[config.mk]
export PLATFORM = sky130hd
export DESIGN_NAME = adc_virtual_producer
export DESIGN_NICKNAME = d
export VERILOG_FILES = /design/src/rtl/adc_femu_pkg.sv /design/src/rtl/adc_rate_timer.sv /design/src/rtl/adc_virtual_producer.sv
export SDC_FILE = /design/constraint.sdc
export NUM_CORES = 1
export LEC_CHECK = 0
export BUFFER_PORTS_ARGS = -buffer_cell sky130_fd_sc_hd__buf_4
export CORE_MARGIN = 2
export CORE_UTILIZATION = 30
export DETAILED_ROUTE_END_ITERATION = 10
export PLACE_DENSITY = 0.57
export SYNTH_ARGS = -nofsm -noshare
export SYNTH_HDL_FRONTEND = slang
export SYNTH_SLANG_ARGS = --single-unit
[constraint.sdc]
create_clock -name clk -period 3.1 [get_ports clk]
set_input_delay 0.465 -clock clk [delete_from_list [all_inputs] [get_ports clk]]
set_output_delay 0.465 -clock clk [all_outputs]
set_load 0.01 [all_outputs]
[src/rtl/adc_femu_pkg.sv]
// Shared definitions for the virtual-ADC front-end emulation blocks.
package adc_femu_pkg;

  localparam int         ADC_BITS_DEFAULT = 10;
  localparam logic [3:0] BRAM_WE_WORD     = 4'b1111;

  typedef enum logic [1:0] {
    ST_IDLE,
    ST_WAIT_TICK,
    ST_FETCH,
    ST_WRITE
  } prod_state_e;

endpackage

[src/rtl/adc_rate_timer.sv]
// Programmable rate timer: counts 0..period and pulses tick on the terminal count.
module adc_rate_timer
  import adc_femu_pkg::*;
#(
  parameter int DIV_BITS = 16
) (
  input  logic                clk,
  input  logic                reset,
  input  logic                run,
  input  logic [DIV_BITS-1:0] period,
  output logic                tick
);

  logic [DIV_BITS-1:0] cnt_p0;

  assign tick = run && (cnt_p0 == period);

  always_ff @(posedge clk) begin
    if (reset || !run) begin
      cnt_p0 <= '0;
    end else if (cnt_p0 == period) begin
      cnt_p0 <= '0;
    end else begin
      cnt_p0 <= cnt_p0 + DIV_BITS'(1);
    end
  end

endmodule

[src/rtl/adc_virtual_producer.sv]
// Paced producer filling the virtual-ADC circular buffer in BRAM from a valid/ready source.
module adc_virtual_producer
  import adc_femu_pkg::*;
#(
  parameter int ADC_BITS       = ADC_BITS_DEFAULT,
  parameter int BRAM_ADDR_BITS = 32,
  parameter int DIV_BITS       = 16
) (
  input  logic                      clk,
  input  logic                      reset,
  input  logic                      enable,
  input  logic [DIV_BITS-1:0]       sample_period,
  input  logic [31:0]               s_data,
  input  logic                      s_valid,
  output logic                      s_ready,
  output logic [BRAM_ADDR_BITS-1:0] bram_addr,
  output logic [31:0]               bram_din,
  output logic                      bram_en,
  output logic [3:0]                bram_we,
  output logic [ADC_BITS-1:0]       ADC_buffer_prod_out,
  input  logic [ADC_BITS-1:0]       ADC_buffer_cons_in,
  input  logic                      flags_clr,
  output logic                      overrun,
  output logic                      underrun,
  output logic [31:0]               sample_cnt
);

  prod_state_e         state_p0;
  prod_state_e         state_nxt;
  logic                timer_run;
  logic                tick;
  logic                accept;
  logic                full;
  logic                write_go;
  logic                drop;
  logic                late;
  logic [ADC_BITS-1:0] prod_p0;
  logic [ADC_BITS-1:0] prod_inc;
  logic [31:0]         sample_p0;
  logic [31:0]         sample_cnt_p0;
  logic                overrun_p0;
  logic                underrun_p0;

  assign timer_run = enable && (state_p0 != ST_IDLE);

  adc_rate_timer #(
    .DIV_BITS(DIV_BITS)
  ) u_rate_timer (
    .clk   (clk),
    .reset (reset),
    .run   (timer_run),
    .period(sample_period),
    .tick  (tick)
  );

  // Full uses modular index arithmetic; the consumer index only matters in WRITE.
  assign prod_inc = prod_p0 + ADC_BITS'(1);
  assign full     = (prod_inc == ADC_buffer_cons_in);
  assign accept   = (state_p0 == ST_FETCH) && enable && s_valid;
  assign write_go = (state_p0 == ST_WRITE) && !full;
  assign drop     = (state_p0 == ST_WRITE) && full;
  assign late     = tick && ((state_p0 == ST_FETCH) || (state_p0 == ST_WRITE));

  always_ff @(posedge clk) begin
    if (reset) begin
      state_p0 <= ST_IDLE;
    end else begin
      state_p0 <= state_nxt;
    end
  end

  always_comb begin
    state_nxt = state_p0;
    case (state_p0)
      ST_IDLE: begin
        if (enable) state_nxt = ST_WAIT_TICK;
      end
      ST_WAIT_TICK: begin
        if (!enable)   state_nxt = ST_IDLE;
        else if (tick) state_nxt = ST_FETCH;
      end
      ST_FETCH: begin
        if (!enable)     state_nxt = ST_IDLE;
        else if (accept) state_nxt = ST_WRITE;
      end
      ST_WRITE: begin
        state_nxt = enable ? ST_WAIT_TICK : ST_IDLE;
      end
      default: state_nxt = ST_IDLE;
    endcase
  end

  always_comb begin
    s_ready = (state_p0 == ST_FETCH) && enable;
    bram_en = write_go;
    bram_we = write_go ? BRAM_WE_WORD : 4'b0000;
  end

  // Stage p0: captured sample, write pointer, counters and sticky flags.
  always_ff @(posedge clk) begin
    if (reset) begin
      sample_p0     <= '0;
      prod_p0       <= '0;
      sample_cnt_p0 <= '0;
      overrun_p0    <= 1'b0;
      underrun_p0   <= 1'b0;
    end else begin
      if (accept) sample_p0 <= s_data;
      if (write_go) begin
        prod_p0       <= prod_inc;
        sample_cnt_p0 <= sample_cnt_p0 + 32'd1;
      end
      if (drop)           overrun_p0 <= 1'b1;
      else if (flags_clr) overrun_p0 <= 1'b0;
      if (late)           underrun_p0 <= 1'b1;
      else if (flags_clr) underrun_p0 <= 1'b0;
    end
  end

  assign bram_addr           = BRAM_ADDR_BITS'({prod_p0, 2'b00});
  assign bram_din            = sample_p0;
  assign ADC_buffer_prod_out = prod_p0;
  assign overrun             = overrun_p0;
  assign underrun            = underrun_p0;
  assign sample_cnt          = sample_cnt_p0;

endmodule

Word-level counts from Yosys, hierarchy flattened
Index checks and enable logic that the tools add are counted.
- word-level logic and storage cells: 46
- register bits after elaboration: 94
- output and inout bits: 114
- input bits: 63
- equal/unequal tests: 8
- reductions and logical operators: 17
- $add $sub $neg: 3
- mux-type cells: 11
- operators by type and width (cell ; count):
    $add A32 B1 Y32 const B ; 1
    $add A16 B1 Y16 const B ; 1
    $eq A16 B16 Y1 ; 1
    $add A10 B1 Y10 const B ; 1
    $eq A10 B10 Y1 ; 1
    $mux W2 ; 5
    $pmux W2 S4 ; 1
    $logic_and A1 B1 Y1 ; 7
    $ne A3 B3 Y1 const B ; 2
    $reduce_bool A2 Y1 ; 3
    $eq A2 B2 Y1 const B ; 2
    $mux W1 ; 4
    $mux W4 ; 1
    $reduce_and A3 Y1 ; 1
    $eq A2 B1 Y1 const B ; 1
    $logic_not A1 Y1 ; 2
    $logic_not A2 Y1 ; 1
    $logic_or A1 B1 Y1 ; 2
    $ne A2 B2 Y1 const B ; 1
    $reduce_or A2 Y1 ; 1

Logic depth before layout (Yosys ltp)
Gate-level depths: netlist (run 1).
- depth in word-level cells: 6
- gate-level depth with buffers: 12
- mapped depth without buffers: 9

Hierarchy
From an unflattened synthesis (run 1), not the netlist that was laid out.
- cells, all modules: 639
- area total of the unflattened synthesis: 5403.9 µm²
- modules (own cells, without submodules) (module ; area an instance (µm²) ; cells each ; instances):
    adc_virtual_producer ; 4491.8 ; 539 ; 1
    adc_rate_timer ; 912.1 ; 100 ; 1

Worst setup path before layout (run 1)
OpenSTA, ideal clock, no wires.
- path kind: register to output
- from: register prod_p0[0], in the netlist ADC_buffer_prod_out[0]
- to: output bram_we[0]
- buffers on the path: 4
- data required time: 2.635 ns
- cell stages (with the launch flop): 12
- arrival time: 2.500 ns
- slack: 0.135 ns
- path through: dfxtp_1 -> ha_1 -> buf_2 -> and2_1 -> nand3_1 -> a221o_1 -> or4_4 -> o21ai_2 -> buf_6 -> buf_8 -> inv_4 -> buf_4
- longest elaborated chain between the ends: 5
- RTL lines (what ; line ; RTL):
    from (decl) ; adc_virtual_producer.sv:37 ; logic [ADC_BITS-1:0] prod_p0;
    from (signal assigned) ; adc_virtual_producer.sv:110 ; prod_p0 <= prod_inc;
    $add A10 B1 Y10 ; adc_virtual_producer.sv:57 ; assign prod_inc = prod_p0 + ADC_BITS'(1);
    $eq A10 B10 Y1 ; adc_virtual_producer.sv:58 ; assign full = (prod_inc == ADC_buffer_cons_in);
    $logic_not A1 Y1 ; adc_virtual_producer.sv:60 ; assign write_go = (state_p0 == ST_WRITE) && !full;
    $logic_and A1 B1 Y1 ; adc_virtual_producer.sv:60 ;
    net bram_en ; adc_virtual_producer.sv:18 ; output logic bram_en,
    $mux W4 ; adc_virtual_producer.sv:96 ; bram_we = write_go ? BRAM_WE_WORD : 4'b0000;
    to (decl) ; adc_virtual_producer.sv:19 ; output logic [3:0] bram_we,
The timed path passes the listed nets, and every way through them passes these cells.

Worst setup path in the final report (run 1)
- from: register prod_p0[0], in the netlist ADC_buffer_prod_out[0]
- to: output bram_we[3]
- longest elaborated chain between the ends: 5
- RTL lines (what ; line):
    $add A10 B1 Y10 ; adc_virtual_producer.sv:57
    $eq A10 B10 Y1 ; adc_virtual_producer.sv:58
    $logic_not A1 Y1 ; adc_virtual_producer.sv:60
    $logic_and A1 B1 Y1 ; adc_virtual_producer.sv:60
    $mux W4 ; adc_virtual_producer.sv:96
No other way between the ends.

==> results of run 1 <==
==> final cells by class <==
type	instances	area, µm²
Fill cell	1569	9090
Multi-Input combinational cell	428	2460
Sequential cell	94	1890
Timing Repair Buffer	164	1240
Tap cell	211	264
Clock buffer	11	243
Clock inverter	5	81.3
Inverter	12	47.5
==> cells in the final DEF (no fill, tap or decap), drive strengths merged, types with 2 or more instances in the layout <==
| cell type | count |
|---|---|
| o21ai | 26 |
| a21oi | 78 |
| nand3 | 22 |
| nor3 | 4 |
| clkbuf | 11 |
| nand3b | 2 |
| nand4 | 18 |
| bufinv | 2 |
| conb | 22 |
| nand2 | 86 |
| or4 | 18 |
| dfxtp | 94 |
| nand2b | 2 |
| or3 | 23 |
| xor2 | 9 |
| nor4 | 2 |
| and2 | 7 |
| nor2b | 2 |
| nor3b | 4 |
| inv | 13 |
| mux2i | 3 |
| xnor2 | 30 |
| nor2 | 23 |
| ha | 3 |
| o31ai | 18 |
| buf | 164 |
| and3 | 13 |
==> synthesized netlist by cell type, types with 2 or more instances <==
| library cell | number |
|---|---|
| buf_2 | 5 |
| ha_1 | 3 |
| nor2_1 | 23 |
| nor3b_1 | 4 |
| and3_1 | 13 |
| o31ai_1 | 18 |
| buf_4 | 38 |
| a21oi_1 | 78 |
| xnor2_1 | 30 |
| nand2b_1 | 2 |
| and2_1 | 7 |
| nor2b_1 | 2 |
| or3_1 | 23 |
| nor4_1 | 2 |
| clkbuf_1 | 24 |
| nand3_1 | 22 |
| xor2_1 | 9 |
| mux2i_1 | 3 |
| o21ai_0 | 25 |
| dfxtp_1 | 94 |
| nor3_1 | 4 |
| nand2_1 | 86 |
| nand3b_1 | 2 |
| or4_1 | 17 |
| nand4_1 | 17 |
| buf_6 | 2 |
| inv_1 | 11 |
==> what timing repair did <==
action | 4_1_cts | 5_1_grt
resized for setup | 2 | 6
setup endpoints to repair | 5 | 5
cloned | 0 | 0
pin swaps | 1 | 0
buffers inserted | 1 | 0
==> per-stage QoR <==
stage | setup WS (ns) | cell area [µm²] | instances | hold WS [ns]
final | 0.139 | 6220 | 925 | 0.370
after global routing | 0.0161 | 6220 | 925 | 0.363
after CTS | 0.0191 | 6200 | 925 | 0.352
after detailed placement | 0.214 | 5870 | 908 | 0.449
after global placement | 0.288 | 5870 | 908 | 0.445
after floorplan | 0.135 | 4800 | 605 | 0.475
==> power groups by stage <==
stage	clock network, µW	logic [µW]	registers (µW)
4_1_cts	1250	129	1210
6_report	1200	129	1210
3_3_place_gp	0	128	1240
5_1_grt	1290	140	1210
3_5_place_dp	0	129	1240
2_1_floorplan	0	73.7	1240
==> cells by family after synthesis <==
family	share of synthesized area (%)
mux	0.874
buf+inv	10.4
fa+ha+maj	0.795
compound gates	15.9
other cells	0.0794
simple gates	24.9
xor+xnor	7.23
flops	39.9
==> how the worst min path moves through the flow <==
stage	startpoint	end	slack (ns)	depth (start not counted)
global route	s_data[6]	bram_din[6]$_SDFFE_PP0P_	0.36	3
finish	s_data[25]	bram_din[25]$_SDFFE_PP0P_	0.37	3
detailed placement	bram_din[23]$_SDFFE_PP0P_	bram_din[23]$_SDFFE_PP0P_	0.45	2
CTS	s_data[20]	bram_din[20]$_SDFFE_PP0P_	0.35	3
floorplan	u_rate_timer.cnt_p0[0]$_SDFF_PP0_	u_rate_timer.cnt_p0[0]$_SDFF_PP0_	0.47	1
global placement	bram_din[25]$_SDFFE_PP0P_	bram_din[25]$_SDFFE_PP0P_	0.44	2
==> sequential cells by signal, indices dropped and copies added (netlist names) <==
signal / count
u_rate_timer.cnt_p0: 16
sample_cnt: 32
bram_din: 32
ADC_buffer_prod_out: 10
state_p0: 2
underrun: 1
overrun: 1
==> critical path, delay by kind of cell, from the launching register on <==
kind | cells | cell delay, ns
fa+ha+maj | 1 | 0.17
flops | 1 | 0.38
compound gates | 2 | 0.53
simple gates | 3 | 0.77
buf+inv | 2 | 0.29
==> routing by layer <==
metal  GRT usage (%)  up-vias  wire length [µm]  part of all wire [%]
li1                -     2245                 -                     -
met1            19.2     2077              5810                    46
met2            23.8      138              5800                    46
met3            3.67       10               896                   7.1
met4            4.05        0               121                  0.96
met5               0        -                 0                     0
==> results.cfg, run 1 <==
[worst_setup_path]
critPathLaunch = ADC_buffer_prod_out[0]$_SDFFE_PP0P_
timing.rr.end = sample_cnt[14]$_SDFFE_PP0P_
rr_startpoint = ADC_buffer_prod_out[0]$_SDFFE_PP0P_
required_ns = 2.63
cpPeakStageDelay_ns = 0.44
crit_path_start_kind = flop
cp_slowest_cell = or4_4
critPathKind = flop to output port
r2r_cells = 10
cp.arrival_ns = 2.50
cp-end-kind = output port
r2r_setup_slack_ns = 0.34
cp_max_fo = 13
path_cells = ha_4, and2_1, nand3_2, a221o_1, or4_4, o21ai_4, inv_4, buf_4
critPathCapture = bram_we[3]

[sta]
slew_headroom_pct = 26.4
layout_worst_path_cycle_share_pct = 95.5
tns_ns = 0
setup_violations = 0
tightest_slew_ns = 1.10
finalHoldViolations = 0
clock_skew_ns = 0.00792
slew_violations = 0
fmax_mhz = 338
rsz0062_at_grt = no
fin_crit_ns = 2.96

[flow_run]
drv_cap = 0

[clock_tree]
cts_tree = done
numCtsBuffers = 9
cts_root_buf = clkbuf_16
clkLatencyLatePin_ns = 0.34
clk_pin_slew_worst_paths_ns = 0.06
clock_sinks = 94
htreeDepth = 3
hold_buffers = 0
cts_buffer_depth = 2

[yosys]
avgSynthCellArea_um2 = 8.09
yosysWarnings = 0
synthFlopType = dfxtp_1
netlist.area_leader.share_pct = 39.9
synth_top_cell_by_area = dfxtp_1
synth_edf_count = 0
synth_cells = 584
seq_area_frac_synth_pct = 39.9
synth_area_leaders = dfxtp_1 (40%), a21oi_1 (8.3%), nand2_1 (6.8%), buf_4 (6.0%), xnor2_1 (5.6%)
yosys_register_bits = 94
syn_area_um2 = 4720
synth_cell_types = 47
async_reset_ff_share_pct = 0

[global_routing]
grt_max_degree = 60
grt_pass1_vias = 4094
grt_use_total_pct = 14.6
grt_antenna_before_repair = 0
grt_first_pass_wirelength_um = 19800
grt-ovfl-total = 0

[final_layout]
fin_util_pct = 40.6
drive_gt1_share_pct = 26.9
syn_to_final_growth_pct = 31.8
diodes = 0
fin_nets = 775

[floorplanning]
ios = 177
die-area_um2 = 16800
die_w_um = 129
core_um2 = 15300
die_h_um = 129
rows = 45
initial_utilization_pct = 30.8

[route]
wire_per_inst_um = 13.6
drc = 0
via_per_inst = 4.83
first_pass_iters = 4
ant_nets = 0
drt_iter0_drc = 257
vias = 4470
routed_wl_um = 12600

[power]
peakVddDrop_v = 0.000273
comb_power_share_pct = 5.1
p_sw_uw = 534
power_frac_seq_pct = 47.6
p_per_area_nw_per_um2 = 408
p_leak_uw = 0.00235
total_power_uw = 2540
p_sw_share_pct = 21.0
p_clk_share_pct = 47.3
power.internal_uw = 2010

[outcome]
status = complete, no violations

[place]
portBuffers = 154
gp_congestion = 0.835
hpwlAfterDp_um = 9270

[worst_hold_path]
hp-class = input port to flop
No activity file was read; power rests on OpenSTA's default activity.
==> run 2: changes to the inputs <==
==> constraint.sdc (replaced) <==
create_clock -name clk -period 3.4 [get_ports clk]
set_input_delay 0.51 -clock clk [delete_from_list [all_inputs] [get_ports clk]]
set_output_delay 0.51 -clock clk [all_outputs]
set_load 0.01 [all_outputs]
==> results.cfg, run 2 (synthesis gave the netlist of run 1 again) <==
[outcome]
status = complete, no violations

[final_layout]
fin_nets = 770
fin_util_pct = 40.1
diodes = 0
final_cell_mix = buf_4 (158), dfxtp_1 (92), nand2_1 (86)
drive_gt1_share_pct = 26.1
final_common_cell = buf_4
syn_to_final_growth_pct = 29.9

[clock_tree]
htreeDepth = 3
cts_tree = done
clk_pin_slew_worst_paths_ns = 0.07
cts_buffer_depth = 2
numCtsBuffers = 9
cts_root_buf = clkbuf_16
clkLatencyLatePin_ns = 0.35
hold_buffers = 0
clock_sinks = 94

[power]
comb_power_share_pct = 5.3
p_leak_uw = 0.00231
p_clk_share_pct = 44.8
peakVddDrop_v = 0.000221
p_sw_uw = 535
power.internal_uw = 1680
p_sw_share_pct = 24.2
power_frac_seq_pct = 49.9
p_per_area_nw_per_um2 = 360

[sta]
fmax_mhz = 311
tns_ns = 0
hold_slack_ns = 0.400
clock_skew_ns = 0.00914
rsz0062_at_grt = no
tightest_slew_ns = 1.08
slew_violations = 0
slew_headroom_pct = 28.0
finalHoldViolations = 0
setup_violations = 0
layout_worst_path_cycle_share_pct = 94.6
fin_crit_ns = 3.22
setup_slack_ns = 0.182

[floorplanning]
initial_utilization_pct = 30.8
ios = 177
rows = 45
core_um2 = 15300
die-area_um2 = 16800
die_w_um = 129
die_h_um = 129

[global_routing]
grt_first_pass_wirelength_um = 19700
grt_pass1_vias = 3977
grt_antenna_before_repair = 0
grt_max_degree = 74
grt-ovfl-total = 0
grt_use_total_pct = 14.7

[route]
wire_per_inst_um = 13.9
routed_wl_um = 12800
drt_iter0_drc = 198
drc = 0
first_pass_iters = 4
via_per_inst = 4.91
vias = 4516
ant_nets = 0

[worst_setup_path]
cp.arrival_ns = 2.71
r2r_cells = 9
critPathKind = flop to output port
path_cells = ha_2, and2_1, nand3_1, a221o_1, or4_4, o21ai_4, inv_4, buf_4
cp-end-kind = output port
r2r_setup_slack_ns = 0.68
cp_slowest_cell = or4_4
timing.rr.end = sample_cnt[31]$_SDFFE_PP0P_
required_ns = 2.89
crit_path_start_kind = flop
rr_startpoint = ADC_buffer_prod_out[1]$_SDFFE_PP0P_
cpPeakStageDelay_ns = 0.44
cp_max_fo = 13

[worst_hold_path]
hold_depth = 3
whs_endpoint = bram_din[31]$_SDFFE_PP0P_
hold_start = s_data[31]
hp-class = input port to flop

[place]
portBuffers = 154
hpwlAfterDp_um = 9310
place_ws_ns = 0.480
gp_congestion = 0.839

[flow_run]
drv_cap = 0
run 2: repair_timing:
item / in CTS / in global routing
gates resized for setup: 0 / 3
endpoints found under the setup margin: 0 / 5
buffers inserted: 0 / 0
run 2: area by class of cell:
type	instances	area (µm²)
fillers	1578	9180
multi-input cells	428	2440
flip-flops and latches	94	1880
repair buffers	159	1210
well taps	211	264
clock buffers	9	225
clock inverters	7	68.8
inverters	12	47.5
run 2: worst max path at each step:
stage                                   startpoint          to  slack, ns  cells after the start
3_5_place_dp   ADC_buffer_prod_out[2]$_SDFFE_PP0P_  bram_we[3]       0.48                      7
6_report       ADC_buffer_prod_out[1]$_SDFFE_PP0P_  bram_we[3]       0.18                      8
4_1_cts        ADC_buffer_prod_out[1]$_SDFFE_PP0P_  bram_we[3]       0.09                      8
3_3_place_gp   ADC_buffer_prod_out[2]$_SDFFE_PP0P_  bram_we[3]       0.54                      7
2_1_floorplan  ADC_buffer_prod_out[0]$_SDFFE_PP0P_  bram_we[0]       0.39                     11
5_1_grt        ADC_buffer_prod_out[1]$_SDFFE_PP0P_  bram_we[3]       0.06                      8
run 2: through the flow:
step                cells  total power, µW  area [µm²]
finish                920             2210        6140
global route          920             2310        6140
CTS                   920             2240        6130
detailed placement    904             1240        5840
global placement      904             1250        5840
floorplan             605             1190        4800
run 2: power groups by stage:
stage,logic (µW),clock network [µW],registers [µW]
global route,127,1080,1100
CTS,117,1020,1100
floorplan,67.2,0,1130
global placement,117,0,1130
finish,117,991,1100
detailed placement,117,0,1130
run 2: per-layer routing:
| metal | up-vias | GRT usage, % | routed length [µm] |
|---|---|---|---|
| met4 | 0 | 6.01 | 210 |
| met5 | - | 0 | 0 |
| met1 | 2104 | 19.8 | 5960 |
| li1 | 2242 | - | - |
| met2 | 154 | 23.1 | 5720 |
| met3 | 16 | 3.14 | 860 |
run 2: critical path: cells and delay by family (launching register included):
family | cells | cell delay, ns
buf+inv | 2 | 0.30
flops | 1 | 0.34
simple gates | 3 | 0.80
compound gates | 2 | 0.63
fa+ha+maj | 1 | 0.28
